### config.mk
export PLATFORM = sky130hd
export DESIGN_NAME = seg_frame_scanner
export DESIGN_NICKNAME = d
export VERILOG_FILES = /design/src/rtl/seg_scan_pkg.sv /design/src/rtl/seg_dwell_timer.sv /design/src/rtl/seg_frame_scanner.sv
export SDC_FILE = /design/constraint.sdc
export NUM_CORES = 1
export LEC_CHECK = 0
export ABC_AREA = 1
export CAP_MARGIN = 20
export CORE_UTILIZATION = 28
export CTS_CLUSTER_SIZE = 28
export DETAILED_ROUTE_END_ITERATION = 8
export DONT_BUFFER_PORTS = 1
export HOLD_SLACK_MARGIN = 0.12
export PLACE_DENSITY = 0.53
export REMOVE_ABC_BUFFERS = 1
export SETUP_SLACK_MARGIN = 0.2
export SKIP_LAST_GASP = 1
export SYNTH_ARGS = -nofsm -noshare
export SYNTH_HDL_FRONTEND = slang
export SYNTH_SLANG_ARGS = --single-unit
export TNS_END_PERCENT = 30
### constraint.sdc
create_clock -name newclock -period 6.4 [get_ports newclock]
set_input_delay 0.64 -clock newclock [delete_from_list [all_inputs] [get_ports newclock]]
set_output_delay 0.64 -clock newclock [all_outputs]
set_load 0.05 [all_outputs]
### src/rtl/seg_scan_pkg.sv
// Shared constants and segment helpers for the multiplexed seven-segment scanner.
package seg_scan_pkg;

  localparam int NUM_DIGITS  = 8;
  localparam int SEG_W       = 7;
  localparam int FRAME_W     = NUM_DIGITS * SEG_W;
  localparam int DIGIT_IDX_W = 3;

  localparam logic [NUM_DIGITS-1:0] ANODES_OFF = 8'hFF;
  localparam logic [SEG_W-1:0]      SEGS_OFF   = 7'h7F;

  // One packed view of a whole frame so a digit can be picked by index.
  typedef logic [NUM_DIGITS-1:0][SEG_W-1:0] frame_t;

  // Blink phase of the whole display.
  typedef enum logic {
    PHASE_VISIBLE = 1'b0,
    PHASE_HIDDEN  = 1'b1
  } blink_phase_e;

  // Decimal digit patterns, bit order {g,f,e,d,c,b,a}, 1 = lit; entry 0 is digit 0.
  localparam logic [9:0][SEG_W-1:0] SEG_DIGITS = {
    7'b1101111,  // 9
    7'b1111111,  // 8
    7'b0000111,  // 7
    7'b1111101,  // 6
    7'b1101101,  // 5
    7'b1100110,  // 4
    7'b1001111,  // 3
    7'b1011011,  // 2
    7'b0000110,  // 1
    7'b0111111   // 0
  };

  // Encode a decimal value for game logic; values above 9 render blank.
  function automatic logic [SEG_W-1:0] segEncode(input logic [3:0] value);
    logic [SEG_W-1:0] segs;
    segs = '0;
    if (value <= 4'd9) begin
      segs = SEG_DIGITS[value];
    end
    return segs;
  endfunction

endpackage

### src/rtl/seg_dwell_timer.sv
// Dwell counter and digit index for the scanner; flags the last cycle of each frame.
module seg_dwell_timer
  import seg_scan_pkg::*;
#(
  parameter int DWELL_CYCLES = 4
) (
  input  logic                   newclock,
  input  logic                   reset,
  output logic [DIGIT_IDX_W-1:0] digit_idx_o,
  output logic                   frame_done_o
);

  localparam logic [7:0]             DWELL_LAST = 8'(DWELL_CYCLES - 1);
  localparam logic [DIGIT_IDX_W-1:0] DIGIT_LAST = DIGIT_IDX_W'(NUM_DIGITS - 1);

  logic [7:0]             dwellCnt_q, dwellCnt_d;
  logic [DIGIT_IDX_W-1:0] digitIdx_q, digitIdx_d;

  // Advance the dwell count each cycle and step to the next digit when it wraps.
  always_comb begin
    dwellCnt_d = dwellCnt_q + 8'd1;
    digitIdx_d = digitIdx_q;
    if (dwellCnt_q == DWELL_LAST) begin
      dwellCnt_d = '0;
      digitIdx_d = digitIdx_q + DIGIT_IDX_W'(1);
    end
  end

  // Scan position registers.
  always_ff @(posedge newclock or posedge reset) begin
    if (reset) begin
      dwellCnt_q <= '0;
      digitIdx_q <= '0;
    end else begin
      dwellCnt_q <= dwellCnt_d;
      digitIdx_q <= digitIdx_d;
    end
  end

  assign digit_idx_o  = digitIdx_q;
  assign frame_done_o = (dwellCnt_q == DWELL_LAST) && (digitIdx_q == DIGIT_LAST);

endmodule

### src/rtl/seg_frame_scanner.sv
// Eight-digit seven-segment scanner with tear-free double-buffered frames and whole-display blink.
module seg_frame_scanner
  import seg_scan_pkg::*;
#(
  parameter int DWELL_CYCLES = 4,
  parameter int BLINK_FRAMES = 8
) (
  input  logic                  newclock,
  input  logic                  reset,
  input  logic [NUM_DIGITS-1:0] an_in,
  input  logic [FRAME_W-1:0]    c_in,
  input  logic                  load,
  input  logic                  blink_en,
  output logic [NUM_DIGITS-1:0] an_out,
  output logic [SEG_W-1:0]      c_out,
  output logic                  pending,
  output logic                  frame_done
);

  localparam logic [7:0] BLINK_LAST = 8'(BLINK_FRAMES - 1);

  logic [DIGIT_IDX_W-1:0] digitIdx;
  logic                   frameEnd;

  logic [NUM_DIGITS-1:0] pendAn_q, pendAn_d;
  frame_t                pendC_q, pendC_d;
  logic                  pending_q, pending_d;
  logic [NUM_DIGITS-1:0] actAn_q, actAn_d;
  frame_t                actC_q, actC_d;
  logic [7:0]            blinkCnt_q, blinkCnt_d;
  blink_phase_e          phase_q, phase_d;
  logic [NUM_DIGITS-1:0] anOut_q, anOut_d;
  logic [SEG_W-1:0]      cOut_q, cOut_d;

  seg_dwell_timer #(
    .DWELL_CYCLES(DWELL_CYCLES)
  ) u_dwell (
    .newclock    (newclock),
    .reset       (reset),
    .digit_idx_o (digitIdx),
    .frame_done_o(frameEnd)
  );

  // Capture loads into the pending buffer and swap into the active frame only at frame end.
  always_comb begin
    pendAn_d  = pendAn_q;
    pendC_d   = pendC_q;
    pending_d = pending_q;
    actAn_d   = actAn_q;
    actC_d    = actC_q;
    if (load) begin
      pendAn_d  = an_in;
      pendC_d   = c_in;
      pending_d = 1'b1;
    end
    if (frameEnd) begin
      pending_d = 1'b0;
      if (load) begin
        actAn_d = an_in;
        actC_d  = c_in;
      end else if (pending_q) begin
        actAn_d = pendAn_q;
        actC_d  = pendC_q;
      end
    end
  end

  // Frame buffer registers.
  always_ff @(posedge newclock or posedge reset) begin
    if (reset) begin
      pendAn_q  <= '0;
      pendC_q   <= '0;
      pending_q <= 1'b0;
      actAn_q   <= '0;
      actC_q    <= '0;
    end else begin
      pendAn_q  <= pendAn_d;
      pendC_q   <= pendC_d;
      pending_q <= pending_d;
      actAn_q   <= actAn_d;
      actC_q    <= actC_d;
    end
  end

  // Blink phase: count whole frames while blinking and flip phase each time the count wraps.
  always_comb begin
    phase_d    = phase_q;
    blinkCnt_d = blinkCnt_q;
    if (!blink_en) begin
      phase_d    = PHASE_VISIBLE;
      blinkCnt_d = '0;
    end else if (frameEnd) begin
      if (blinkCnt_q == BLINK_LAST) begin
        blinkCnt_d = '0;
        phase_d    = (phase_q == PHASE_VISIBLE) ? PHASE_HIDDEN : PHASE_VISIBLE;
      end else begin
        blinkCnt_d = blinkCnt_q + 8'd1;
      end
    end
  end

  // Blink state registers.
  always_ff @(posedge newclock or posedge reset) begin
    if (reset) begin
      phase_q    <= PHASE_VISIBLE;
      blinkCnt_q <= '0;
    end else begin
      phase_q    <= phase_d;
      blinkCnt_q <= blinkCnt_d;
    end
  end

  // Pin values for the current digit; disabled digits and the hidden phase drive everything off.
  always_comb begin
    anOut_d = ANODES_OFF;
    cOut_d  = SEGS_OFF;
    if ((phase_q == PHASE_VISIBLE) && actAn_q[digitIdx]) begin
      anOut_d = ~(NUM_DIGITS'(1) << digitIdx);
      cOut_d  = ~actC_q[digitIdx];
    end
  end

  // Registered pin drivers, forced off the moment reset asserts.
  always_ff @(posedge newclock or posedge reset) begin
    if (reset) begin
      anOut_q <= ANODES_OFF;
      cOut_q  <= SEGS_OFF;
    end else begin
      anOut_q <= anOut_d;
      cOut_q  <= cOut_d;
    end
  end

  assign an_out     = anOut_q;
  assign c_out      = cOut_q;
  assign pending    = pending_q;
  assign frame_done = frameEnd;

endmodule

## Word level (Yosys, flattened, before mapping)

Index checks and enable logic that the tools add are counted.

| word-level totals | value |
|---|---|
| register bits after elaboration | 164 |
| word-level logic and storage cells | 64 |
| input bits | 68 |
| output and inout port bits | 17 |

| cells by class | value |
|---|---|
| $lt $le $gt $ge | 1 |
| mux-type cells | 20 |
| shift operators | 1 |
| equality and inequality tests | 5 |
| bitwise operators | 3 |
| add/subtract/negate cells | 3 |
| reduce and logical (&&, ||, !) cells | 6 |

Operators by type and width:

| operator | count |
|---|---|
| $mux 56 | 2 |
| $mux 8 | 7 |
| $bmux 7 s3 | 1 |
| $add 8x1->8 const B | 2 |
| $mux 7 | 2 |
| $eq 8x2->1 const B | 1 |
| $eq 8x3->1 const B | 1 |
| $not 8->8 | 1 |
| $shl 1x3->8 const A | 1 |
| $mux 1 | 7 |
| $not 7->7 | 1 |
| $lt 3x4->1 const B | 1 |
| $ne 2x1->1 const B | 2 |
| $reduce_and 2->1 | 2 |
| $reduce_bool 2->1 | 2 |
| $add 3x1->3 const B | 1 |
| $bmux 1 s3 | 1 |
| $eq 3x3->1 const B | 1 |
| $logic_and 1x1->1 | 2 |
| $not 1->1 | 1 |

## Logic depth before layout (Yosys ltp)

| depth | value |
|---|---|
| depth in word-level cells | 4 |
| gate-level depth with buffers | 11 |
| gate-level depth less buffers | 8 |

## Modules after synthesis

From an unflattened synthesis, not the netlist that was laid out.

| second synthesis, totals | value |
|---|---|
| cells, all modules | 834 |
| area, all modules | 7119.3 µm² |

Modules (own cells, without submodules):

| module | cells each | area each (µm²) | times used | seq. area each (µm²) |
|---|---|---|---|---|
| seg_frame_scanner | 763 | 6558.8 | 1 | 3847.4 |
| seg_dwell_timer | 71 | 560.5 | 1 | 275.3 |

## Worst setup path after synthesis

No wires, ideal clock.

| path | value |
|---|---|
| path kind | register to output |
| from | register u_dwell.dwellCnt_q[0] |
| to | output frame_done |
| arrival | 1.240 ns |
| cell stages (with the launch flop) | 7 |
| data required time | 5.760 ns |
| path buffers | 1 |
| setup slack | 4.520 ns |
| cell sequence | dfrtp_1 ha_1 nand2_1 nor2_1 nand2_1 nor2_4 buf_2 |

| on the way | value |
|---|---|
| word-level cells in the longest chain between the ends | 2 |

Ends and longest elaborated chain:

| what | line | source |
|---|---|---|
| start: declaration | seg_dwell_timer.sv:16 | `logic [7:0] dwellCnt_q, dwellCnt_d;` |
| start signal: assignment | seg_dwell_timer.sv:35 | `dwellCnt_q <= dwellCnt_d;` |
| $eq 8x2->1 | seg_dwell_timer.sv:41 | `assign frame_done_o = (dwellCnt_q == DWELL_LAST) && (digitIdx_q == DIGIT_LAST);` |
| $logic_and 1x1->1 | seg_dwell_timer.sv:41 |  |
| end: declaration | seg_frame_scanner.sv:17 | `output logic frame_done` |

Every way passes these cells.

## Worst setup path in the final report

| path | value |
|---|---|
| from | register u_dwell.digitIdx_q[1], in the netlist u_dwell.digit_idx_o[1] |
| to | output frame_done |

| on the way | value |
|---|---|
| word-level cells in the longest chain between the ends | 2 |

Ends and longest elaborated chain:

| what | line | source |
|---|---|---|
| start: declaration | seg_dwell_timer.sv:17 | `logic [DIGIT_IDX_W-1:0] digitIdx_q, digitIdx_d;` |
| start signal: assignment | seg_dwell_timer.sv:36 | `digitIdx_q <= digitIdx_d;` |
| $eq 3x3->1 | seg_dwell_timer.sv:41 |  |
| $logic_and 1x1->1 | seg_dwell_timer.sv:41 |  |

Every way passes these cells.

==> out/metrics.json <==
{
  "grt_start_max_net_pins": {"value": 103},
  "slowest_delay": {"value": 0.83, "unit": "ns"},
  "run_status": {"value": "completed"},
  "async_s_r_ff_share_synth": {"value": 100, "unit": "%"},
  "area_growth_from_synthesis_to_layout": {"value": 11.5, "unit": "%"},
  "total_clock_buffers_created_by_cts": {"value": 17},
  "numPortBuffers": {"value": 0},
  "cellPowerDensity": {"value": 287, "unit": "mW/mm2"},
  "remaining_drc_errors": {"value": 0},
  "placement_stage_worst_setup_slack": {"value": 3.46, "unit": "ns"},
  "cts.clk_slew.worst_paths": {"value": 0.06, "unit": "ns"},
  "row_count": {"value": 58},
  "design.core.area": {"value": 0.0253, "unit": "mm2"},
  "final_cell_mix": {"value": "nand2_1, dfrtp_1, nand3_1, inv_1, nor2_1"},
  "worst-path-max-fanout": {"value": 74},
  "worstMarginPinSlew": {"value": 0.929, "unit": "ns"},
  "detail_route.first_pass.iterations": {"value": 6},
  "ys_seq_area_share": {"value": 57.0, "unit": "%"},
  "path_buf_inv": {"value": 2},
  "yosysWarningCount": {"value": 0},
  "timing.final.ws_setup": {"value": 3.05, "unit": "ns"},
  "cts.repair.resized": {"value": 0},
  "power.leakage": {"value": 4.22, "unit": "nW"},
  "gp_congestion": {"value": 0.760},
  "critical_path.cell_chain": {"value": "ha_1, ha_1, inv_1, nor2_4, buf_4"},
  "report.final.slew_viol_count": {"value": 0},
  "cts_htree_levels": {"value": 4},
  "clock_insertion_delay_worst_skew": {"value": 0.42, "unit": "ns"},
  "drt-initial-drc-count": {"value": 318},
  "antenna_cells": {"value": 0},
  "dieArea": {"value": 0.0265, "unit": "mm2"},
  "clockPowerShare": {"value": 43.9, "unit": "%"},
  "cts.repair_timing.setup_buffer_count": {"value": 0},
  "dpl-instance-area": {"value": 0.00747, "unit": "mm2"},
  "timing_worst_setup_path_type": {"value": "flop to output port"},
  "synth_enable_flop_cells": {"value": 0},
  "number_of_global_route_vias_before_repair": {"value": 5437},
  "p_sw": {"value": 543, "unit": "uW"},
  "starting_utilization_of_the_core_area": {"value": 28.6, "unit": "%"},
  "ir_drop": {"value": 0.139, "unit": "mV"},
  "totalWireLength": {"value": 17000, "unit": "um"},
  "syn_area_per_cell": {"value": 8.05, "unit": "um2"},
  "grt_antenna_before_repair": {"value": 0},
  "yosys_most_used_dff": {"value": "dfrtp_1"},
  "proportion_of_power_drawn_by_flip_flops_and_latches": {"value": 50.2, "unit": "%"},
  "slew_headroom": {"value": 38.0, "unit": "%"},
  "tritoncts": {"value": "yes"},
  "die_w": {"value": 163, "unit": "um"},
  "synth.cell_area": {"value": 0.00723, "unit": "mm2"},
  "timing.fmax": {"value": 299, "unit": "MHz"},
  "stdcell_area": {"value": 0.00806, "unit": "mm2"},
  "share_comb_of_total_power": {"value": 5.9, "unit": "%"},
  "synth-seq-cells": {"value": 164},
  "path_delay_family": {"value": "flip-flops"},
  "sum_of_overflow_across_all_layers_after_global_routing": {"value": 0},
  "critical_path.startpoint_type": {"value": "flop"},
  "timing.clock.skew": {"value": 0.00710, "unit": "ns"},
  "layout.cells.most_common": {"value": "nand2_1"},
  "total_neg_setup_slack": {"value": 0, "unit": "ns"},
  "worstHoldPathType": {"value": "primary input to async pin"},
  "ant_nets": {"value": 0},
  "internal_power": {"value": 1.77, "unit": "mW"},
  "synth.distinct_cells": {"value": 23},
  "final.period_utilization": {"value": 52.3, "unit": "%"},
  "clock_sinks": {"value": 164},
  "worst-endpoint-arrival": {"value": 2.71, "unit": "ns"},
  "gr-usage-all-layers": {"value": 13.9, "unit": "%"},
  "rsz0062_at_grt": {"value": "false"},
  "wire_per_inst": {"value": 14.0, "unit": "um"},
  "finalNetCount": {"value": 952},
  "setup_viol": {"value": 0},
  "maxCapViolCount": {"value": 0},
  "io_pins": {"value": 85},
  "timing.critical_path.mode_cell": {"value": "ha_1"},
  "drive_above_1_share": {"value": 7.22, "unit": "%"},
  "maximum_buffer_depth_of_the_clock_tree": {"value": 2},
  "postCtsHoldBufs": {"value": 0},
  "detailedPlacementHpwl": {"value": 10700, "unit": "um"},
  "data_required_time_at_the_worst_endpoint": {"value": 5.76, "unit": "ns"},
  "final.min_clock_period": {"value": 3.35, "unit": "ns"},
  "vias": {"value": 5305},
  "place_inst": {"value": 1186},
  "fin_worst_hold_slack": {"value": 0.286, "unit": "ns"},
  "netlist_instances": {"value": 898},
  "drt-vias-per-instance": {"value": 4.36},
  "report.final.hold_viol_count": {"value": 0},
  "instances_no_fill": {"value": 1217},
  "timing.critical_path.slowest_stage_cell": {"value": "dfrtp_1"},
  "critical_path.endpoint_type": {"value": "output port"},
  "die_h": {"value": 163, "unit": "um"},
  "grt_pass1_wl": {"value": 28700, "unit": "um"},
  "switching_share": {"value": 23.5, "unit": "%"},
  "clockRootBuffer": {"value": "clkbuf_16"},
  "num-fill-cells": {"value": 2713}
}
## per-layer routing
metal | vias up | GRT usage [%] | wire length, um
met5 | - | 0 | 0
met4 | 0 | 2.89 | 141
met3 | 13 | 4.10 | 783
met2 | 74 | 22.0 | 7950
met1 | 2491 | 18.8 | 8160
li1 | 2727 | - | -
## worst reg2reg max path: stages, from the launching register on
cell	delay, ns
dfrtp_1	0.83
ha_1	0.30
ha_1	0.21
inv_1	0.09
nor2_4	0.11
buf_4	0.71
nand3_1	0.26
nand2_1	0.13
## metrics by stage
stage               utilization [%]  total power [mW]
floorplan                         -              1.28
global placement               29.5              1.32
detailed placement             29.6              1.32
CTS                            31.9              2.34
global route                   31.9              2.43
finish                         31.9              2.31
## cells in the mapped netlist, types with 2 or more instances
library cell,n,area share [%]
buf_6,2,0.31
o21ai_0,3,0.21
inv_2,5,0.26
a21oi_1,2,0.14
dfrtp_1,149,52
inv_1,37,1.9
xor2_1,8,0.97
clkbuf_1,14,0.73
buf_1,8,0.42
nand2_1,476,25
nor2_1,21,1.1
nand3_1,113,7.8
buf_4,7,0.73
nor3_1,3,0.21
buf_2,18,1.2
ha_1,8,1.4
dfstp_2,15,5.5
nand4_1,4,0.35
## area by class of cell
cell class,instances,area (um2),area share [%]
clock buffers,21,480,5.96
clock inverters,9,104,1.29
inverters,43,166,2.06
multi-input cells,642,2700,33.5
flip-flops and latches,164,4120,51.1
well taps,330,413,5.12
repair buffers,8,76.3,0.947
## final timing paths
path | from | end | slack (ns) | cells after the start
min reg2reg | u_dwell.dwellCnt_q[0]$_DFF_PP0_ | u_dwell.dwellCnt_q[0]$_DFF_PP0_ | 0.46 | 1
max reg2reg | u_dwell.digit_idx_o[1]$_DFFE_PP0N_ | actC_q[27]$_DFFE_PP0P_ | 3.69 | 7
min in group newclock | blink_en | blinkCnt_q[3]$_DFFE_PP0P_ | 0.36 | 2
min | reset | blinkCnt_q[7]$_DFFE_PP0P_ | 0.29 | 1
max in group asynchronous | reset | actAn_q[7]$_DFFE_PP0P_ | 4.70 | 2
max | u_dwell.digit_idx_o[1]$_DFFE_PP0N_ | frame_done | 3.05 | 5
## power groups by stage
stage / combinational [mW] / sequential [mW] / clock [mW]
global route: 0.167 / 1.17 / 1.09
CTS: 0.142 / 1.16 / 1.04
floorplan: 0.107 / 1.17 / 0
global placement: 0.138 / 1.18 / 0
detailed placement: 0.141 / 1.18 / 0
finish: 0.137 / 1.16 / 1.01
## registers in the layout, indices dropped and copies added, names as in the netlist
register             flops
phase_q                  1
c_out                    7
u_dwell.digit_idx_o      3
pendC_q                 56
actAn_q                  8
u_dwell.dwellCnt_q       8
actC_q                  56
blinkCnt_q               8
pending                  1
an_out                   8
pendAn_q                 8
## kinds of logic after synthesis
kind of cell             synth area share (%)
AO/OA/AOI/OAI                           0.450
XOR/XNOR                                0.969
adder cells (fa/ha/maj)                  1.38
buffers and inverters                    5.66
flip-flops                               57.0
AND/OR/NAND/NOR                          34.5
(Power assumes the default switching activity.)
